## src/rtl/sd_card_cmd_responder.sv

```systemverilog
`timescale 1ns/1ps
`default_nettype none
// ============================================================================
// Module   : sd_card_cmd_responder
// Purpose  : Card-side SD CMD line endpoint. Receives 48-bit host command
//            frames, validates them, presents index/argument to the card
//            logic, then returns a 48-bit R1-style response NCR clocks later.
// Config   : SD_CMD_CRC_CHECK_EN - when defined, a CRC7 mismatch on a received
//            frame drops the frame and pulses frame_error. When undefined the
//            received CRC7 field is ignored. Response CRC7 is always generated.
// Revision : 1.0 - initial release
// ============================================================================
module sd_card_cmd_responder #(
  parameter int NCR = 2  // idle clocks between CHECK and response start bit, 2..64
) (
  input  logic        CLK,
  input  logic        RESET,
  input  logic        cmd_in,
  input  logic [31:0] resp_status,
  output logic        cmd_valid,
  output logic [5:0]  cmd_index,
  output logic [31:0] cmd_arg,
  output logic        frame_error,
  output logic        cmd_out,
  output logic        cmd_oe,
  output logic        busy
);

  typedef enum logic [2:0] {
    S_IDLE  = 3'd0,
    S_RX    = 3'd1,
    S_CHECK = 3'd2,
    S_WAIT  = 3'd3,
    S_TX    = 3'd4
  } state_t;

  // WAIT counts down from NCR-1 to 0, so it lasts exactly NCR clocks.
  localparam logic [5:0] C_WAIT_LOAD = 6'(NCR - 1);

  // One serial step of the CRC7 LFSR, polynomial x^7 + x^3 + 1.
  function automatic logic [6:0] crc7_step(input logic [6:0] crc, input logic bit_in);
    logic fb;
    fb = bit_in ^ crc[6];
    return {crc[5:0], 1'b0} ^ (fb ? 7'h09 : 7'h00);
  endfunction

  state_t      state_q, state_d;
  logic [5:0]  bit_cnt_q, bit_cnt_d;     // RX/TX bit index, WAIT countdown
  logic [38:0] rx_sr_q, rx_sr_d;         // received bits 46..8 (dir, index, arg)
  logic [6:0]  crc_q, crc_d;             // running CRC7 for RX and TX
  logic [39:0] resp_q, resp_d;           // response bits 46..8, MSB goes out first
  logic        cmd_valid_q, cmd_valid_d;
  logic        frame_error_q, frame_error_d;
  logic [5:0]  cmd_index_q, cmd_index_d;
  logic [31:0] cmd_arg_q, cmd_arg_d;
  logic        cmd_out_q, cmd_out_d;
  logic        cmd_oe_q, cmd_oe_d;

  logic        w_crc_ok;
  logic        w_frame_ok;
  logic [5:0]  w_tx_next;

`ifdef SD_CMD_CRC_CHECK_EN
  logic [6:0]  rx_crc_q, rx_crc_d;       // received CRC7 field, bits 7..1
  assign w_crc_ok = (crc_q == rx_crc_q);
`else
  assign w_crc_ok = 1'b1;
`endif

  // Evaluated on the clock that samples the end bit: rx_sr/crc hold bits 47..1.
  assign w_frame_ok = rx_sr_q[38] & cmd_in & w_crc_ok;
  assign w_tx_next  = bit_cnt_q - 6'd1;

  // Next-state and datapath logic for the receive / wait / transmit sequence.
  always_comb begin
    state_d       = state_q;
    bit_cnt_d     = bit_cnt_q;
    rx_sr_d       = rx_sr_q;
    crc_d         = crc_q;
    resp_d        = resp_q;
    cmd_valid_d   = 1'b0;
    frame_error_d = 1'b0;
    cmd_index_d   = cmd_index_q;
    cmd_arg_d     = cmd_arg_q;
    cmd_out_d     = cmd_out_q;
    cmd_oe_d      = cmd_oe_q;
`ifdef SD_CMD_CRC_CHECK_EN
    rx_crc_d      = rx_crc_q;
`endif

    case (state_q)
      S_IDLE: begin
        cmd_out_d = 1'b1;
        cmd_oe_d  = 1'b0;
        if (!cmd_in) begin
          // Start bit (bit 47, always 0) is folded into the CRC here.
          state_d   = S_RX;
          bit_cnt_d = 6'd46;
          rx_sr_d   = '0;
          crc_d     = crc7_step(7'd0, 1'b0);
        end
      end

      S_RX: begin
        if (bit_cnt_q >= 6'd8) begin
          rx_sr_d = {rx_sr_q[37:0], cmd_in};
          crc_d   = crc7_step(crc_q, cmd_in);
        end
`ifdef SD_CMD_CRC_CHECK_EN
        if ((bit_cnt_q < 6'd8) && (bit_cnt_q != 6'd0)) begin
          rx_crc_d = {rx_crc_q[5:0], cmd_in};
        end
`endif
        if (bit_cnt_q == 6'd0) begin
          state_d = S_CHECK;
          if (w_frame_ok) begin
            cmd_valid_d = 1'b1;
            cmd_index_d = rx_sr_q[37:32];
            cmd_arg_d   = rx_sr_q[31:0];
          end else begin
            frame_error_d = 1'b1;
          end
        end else begin
          bit_cnt_d = bit_cnt_q - 6'd1;
        end
      end

      S_CHECK: begin
        // CMD0 gets no response; bad frames were already flagged.
        if (cmd_valid_q && (cmd_index_q != 6'd0)) begin
          state_d   = S_WAIT;
          bit_cnt_d = C_WAIT_LOAD;
        end else begin
          state_d = S_IDLE;
        end
      end

      S_WAIT: begin
        if (bit_cnt_q == 6'd0) begin
          // Last WAIT clock: latch status and put the start bit on the line.
          state_d   = S_TX;
          bit_cnt_d = 6'd47;
          cmd_out_d = 1'b0;
          cmd_oe_d  = 1'b1;
          resp_d    = {1'b0, cmd_index_q, resp_status, 1'b0};
          crc_d     = crc7_step(7'd0, 1'b0);
        end else begin
          bit_cnt_d = bit_cnt_q - 6'd1;
        end
      end

      S_TX: begin
        if (bit_cnt_q == 6'd0) begin
          state_d   = S_IDLE;
          cmd_out_d = 1'b1;
          cmd_oe_d  = 1'b0;
        end else begin
          bit_cnt_d = w_tx_next;
          if (w_tx_next >= 6'd8) begin
            cmd_out_d = resp_q[39];
            resp_d    = {resp_q[38:0], 1'b0};
            crc_d     = crc7_step(crc_q, resp_q[39]);
          end else if (w_tx_next != 6'd0) begin
            cmd_out_d = crc_q[6];
            crc_d     = {crc_q[5:0], 1'b0};
          end else begin
            cmd_out_d = 1'b1;
          end
        end
      end

      default: begin
        state_d = S_IDLE;
      end
    endcase
  end

  // State and datapath registers; reset drops the line and clears everything.
  always_ff @(posedge CLK or posedge RESET) begin
    if (RESET) begin
      state_q       <= S_IDLE;
      bit_cnt_q     <= '0;
      rx_sr_q       <= '0;
      crc_q         <= '0;
      resp_q        <= '0;
      cmd_valid_q   <= 1'b0;
      frame_error_q <= 1'b0;
      cmd_index_q   <= '0;
      cmd_arg_q     <= '0;
      cmd_out_q     <= 1'b1;
      cmd_oe_q      <= 1'b0;
`ifdef SD_CMD_CRC_CHECK_EN
      rx_crc_q      <= '0;
`endif
    end else begin
      state_q       <= state_d;
      bit_cnt_q     <= bit_cnt_d;
      rx_sr_q       <= rx_sr_d;
      crc_q         <= crc_d;
      resp_q        <= resp_d;
      cmd_valid_q   <= cmd_valid_d;
      frame_error_q <= frame_error_d;
      cmd_index_q   <= cmd_index_d;
      cmd_arg_q     <= cmd_arg_d;
      cmd_out_q     <= cmd_out_d;
      cmd_oe_q      <= cmd_oe_d;
`ifdef SD_CMD_CRC_CHECK_EN
      rx_crc_q      <= rx_crc_d;
`endif
    end
  end

  assign cmd_valid   = cmd_valid_q;
  assign frame_error = frame_error_q;
  assign cmd_index   = cmd_index_q;
  assign cmd_arg     = cmd_arg_q;
  assign cmd_out     = cmd_out_q;
  assign cmd_oe      = cmd_oe_q;
  assign busy        = (state_q != S_IDLE);

endmodule
`default_nettype wire
```

## config.mk

```make
export PLATFORM = sky130hd
export DESIGN_NAME = sd_card_cmd_responder
export DESIGN_NICKNAME = d
export VERILOG_FILES = /design/src/rtl/sd_card_cmd_responder.sv
export SDC_FILE = /design/constraint.sdc
export NUM_CORES = 1
export LEC_CHECK = 0
export CORE_MARGIN = 10
export CORE_UTILIZATION = 50
export DETAILED_ROUTE_END_ITERATION = 8
export GPL_TIMING_DRIVEN = 0
export PLACE_DENSITY = 0.73
export REMOVE_ABC_BUFFERS = 1
export SLEW_MARGIN = 20
export SYNTH_ARGS = -nofsm -noshare
export SYNTH_HDL_FRONTEND = slang
export SYNTH_SLANG_ARGS = --single-unit
```

## constraint.sdc

```tcl
create_clock -name CLK -period 4.8 [get_ports CLK]
set_input_delay 0.72 -clock CLK [delete_from_list [all_inputs] [get_ports CLK]]
set_output_delay 0.72 -clock CLK [all_outputs]
set_load 0.005 [all_outputs]
```

==> qor.txt <==
clock sinks -> 136
Worst EP required -> 5.10 ns
Max Buffers Root-to-Sink -> 2
drt total wl -> 14,700 um
R2R cell count -> 5
Slew HR -> 45.7%
CTS Buf Count -> 17
Slew Viols, Final -> 0
Yosys cell types -> 61
WS Path Type -> in2reg
via count -> 4,566
Max Clock Freq -> 324 MHz
area of the die -> 17,200 um2
post-DR vias/cell -> 6.03
Die Wd -> 131 um
Fillers -> 937
Tcrit/Tclk final -> 64.2%
CP delay by family, top -> compound AO/OA/AOI/OAI gates
most common cell after layout, fill and taps aside -> dfrtp_1
Slew @ Worst Pin -> 0.812 ns
most frequent cells in the layout -> 135 x dfrtp_1, 77 x clkdlybuf4s50_1, 51 x nand2_1
max cap viols -> 0
grt ovf -> 0
P_leak -> 0.00338 uW
CTS tree -> yes
fin area -> 7670 um2
starting DRC count in detailed routing -> 421
routed wire length per instance -> 19.5 um
Nets -> 617
Min-Delay Path Class -> reg2reg
Die Y -> 131 um
Layout area overhead -> 24.0%
Worst path depth -> 6
dpl cells -> 728
synthesized cell area -> 6180 um2
cts hold-fix bufs -> 0
crit path DAT -> 3.38 ns
Buf/Inv on CP -> 1
post-synthesis sequential area ratio -> 55.1%
share of flip-flops with an asynchronous set or reset after synthesis -> 100%
Placed Area -> 7100 um2
postcts setup bufs -> 0
Post-route DRC -> 0
I/O pin cnt -> 78
status -> complete, no violations
vias in the first global route -> 4,692
final clock skew -> 0.00929 ns
RSZ-0062 raised after global routing -> false
slowest stage delay, CP -> 0.78 ns
Post-synth EDFFs -> 0
Pwr Density -> 584 nW/um2
Initial Util -> 51.3%
minimum clock period after layout -> 3.08 ns
Port-buffer cells -> 77
n_diodes -> 0
core region area -> 12,100 um2
first-pass GRT wire length -> 24,600 um
H-tree Lvls -> 4
hold depth -> 1
antenna-violating nets left -> 0
Cell Rows -> 40
initial antenna violation count -> 0
Yosys Warn Count -> 0
maximum vdd drop -> 392 uV
startpoint types -> primary input
GRT Total Usage -> 17.2%
cells after synthesis -> 523
maximum net fanout on the critical path -> 40
Final Hold Fails -> 0
setup violation total in the final timing report -> 0
crit path max-delay cell type -> a2111o_2
clk_lat worst skew -> 0.42 ns
Avg Inst Size Synth -> 11.8 um2
Finished Layout Cells -> 757
drt first pass iters -> 5
final RePlAce weighted congestion -> 0.921
fraction of layout cells with a size suffix above 1 -> 22.1%
largest net degree at the start of global routing -> 72
Setup crit end kind -> register
# resized after CTS -> 0
Worst-path clk slew -> 0.06 ns
post-DP HPWL -> 9170 um
worst path cell trace -> clkdlybuf4s50_1 -> nor2b_1 -> a2111o_2 -> o21ai_0 -> o32a_1 -> mux2_4
Seq cells post-synth -> 136
Primary FF master, synth -> dfrtp_1
Root Driver -> clkbuf_16
-- report_power, final --
| part | switching, uW | internal [uW] |
|---|---|---|
| Combinational | 714 | 673 |
| Clock | 463 | 797 |
| Sequential | 348 | 1480 |
| Total | 1530 | 2950 |
-- cells by family (layout without fill, tap and decap cells) --
kind of cell	count (synthesis)	count (layout)	synth area share, %
AO/OA/AOI/OAI	162	162	21.5
buffers and inverters	60	126	4.70
XOR/XNOR	4	4	0.567
multiplexers	49	49	8.91
adder cells (fa/ha/maj)	3	3	0.607
flip-flops	136	136	55.1
AND/OR/NAND/NOR	109	109	8.64
-- through the flow --
stage	util [%]	power [uW]	setup slack, ns	setup TNS (ns)	hold WS [ns]
2_1_floorplan	-	2760	0.442	0	0.473
3_3_place_gp	57.4	3080	-1.35	-201.74	0.477
3_5_place_dp	58.9	3200	1.31	0	0.493
4_1_cts	63.6	4490	1.71	0	0.506
5_1_grt	63.6	4730	1.55	0	0.525
6_report	63.6	4480	1.72	0	0.493
-- area by class of cell --
class	count	area (um2)	area share, %
Clock buffer	22	474	6.18
Clock inverter	7	95.1	1.24
Inverter	13	56.3	0.734
Multi-Input combinational cell	327	2530	33.0
Sequential cell	136	3400	44.4
Tap cell	168	210	2.74
Timing Repair Buffer	84	898	11.7
-- path summary, 6_finish.rpt --
check,start,endpoint,slack [ns]
setup / recovery,cmd_in,crc_q[0],1.72
min in group asynchronous,RESET,cmd_arg[31],0.75
setup reg to reg,state_q[2],resp_q[9],1.72
hold reg to reg,cmd_arg[0],cmd_arg[0],0.49
hold / removal,cmd_arg[0],cmd_arg[0],0.49
max in group asynchronous,RESET,cmd_out,3.31
-- synth_stat cells (all sizes together), types with 2 or more instances --
library cell / count / area (um2)
a21oi: 14 / 73.8
o221a: 37 / 417
nor2: 14 / 55.1
a211oi: 5 / 42.5
nand2b: 6 / 37.5
inv: 13 / 48.8
nor2b: 5 / 31.3
nor4: 3 / 25.0
o21ai: 11 / 58.8
mux2: 42 / 480
nor3b: 2 / 15.0
o22ai: 38 / 238
nand3: 9 / 45.0
o211ai: 2 / 15.0
mux2i: 7 / 70.1
clkbuf: 21 / 78.8
ha: 3 / 37.5
dfrtp: 135 / 3380
a221oi: 2 / 17.5
nor3: 3 / 26.3
buf: 26 / 163
and2: 4 / 25.0
a31oi: 2 / 12.5
nand2: 54 / 205
a22o: 39 / 342
xnor2: 3 / 26.3
-- state kept, by name, indices dropped and copies added, names as in the netlist, 3 cells and up --
name and count:
resp_q 39, rx_sr_q 39, cmd_arg 32, crc_q 7, bit_cnt_q 6, cmd_index 6, state_q 3
-- per-layer routing --
metal  share of wire [%]  up-vias  track usage, %
met1                  45     2318            22.4
met3                 6.8       12            6.21
li1                    -     2078               -
met2                  48      158            26.1
met4                0.76        0            5.06
met5                   0        -               0
Note: power is estimated with default switching activity, not from simulation.
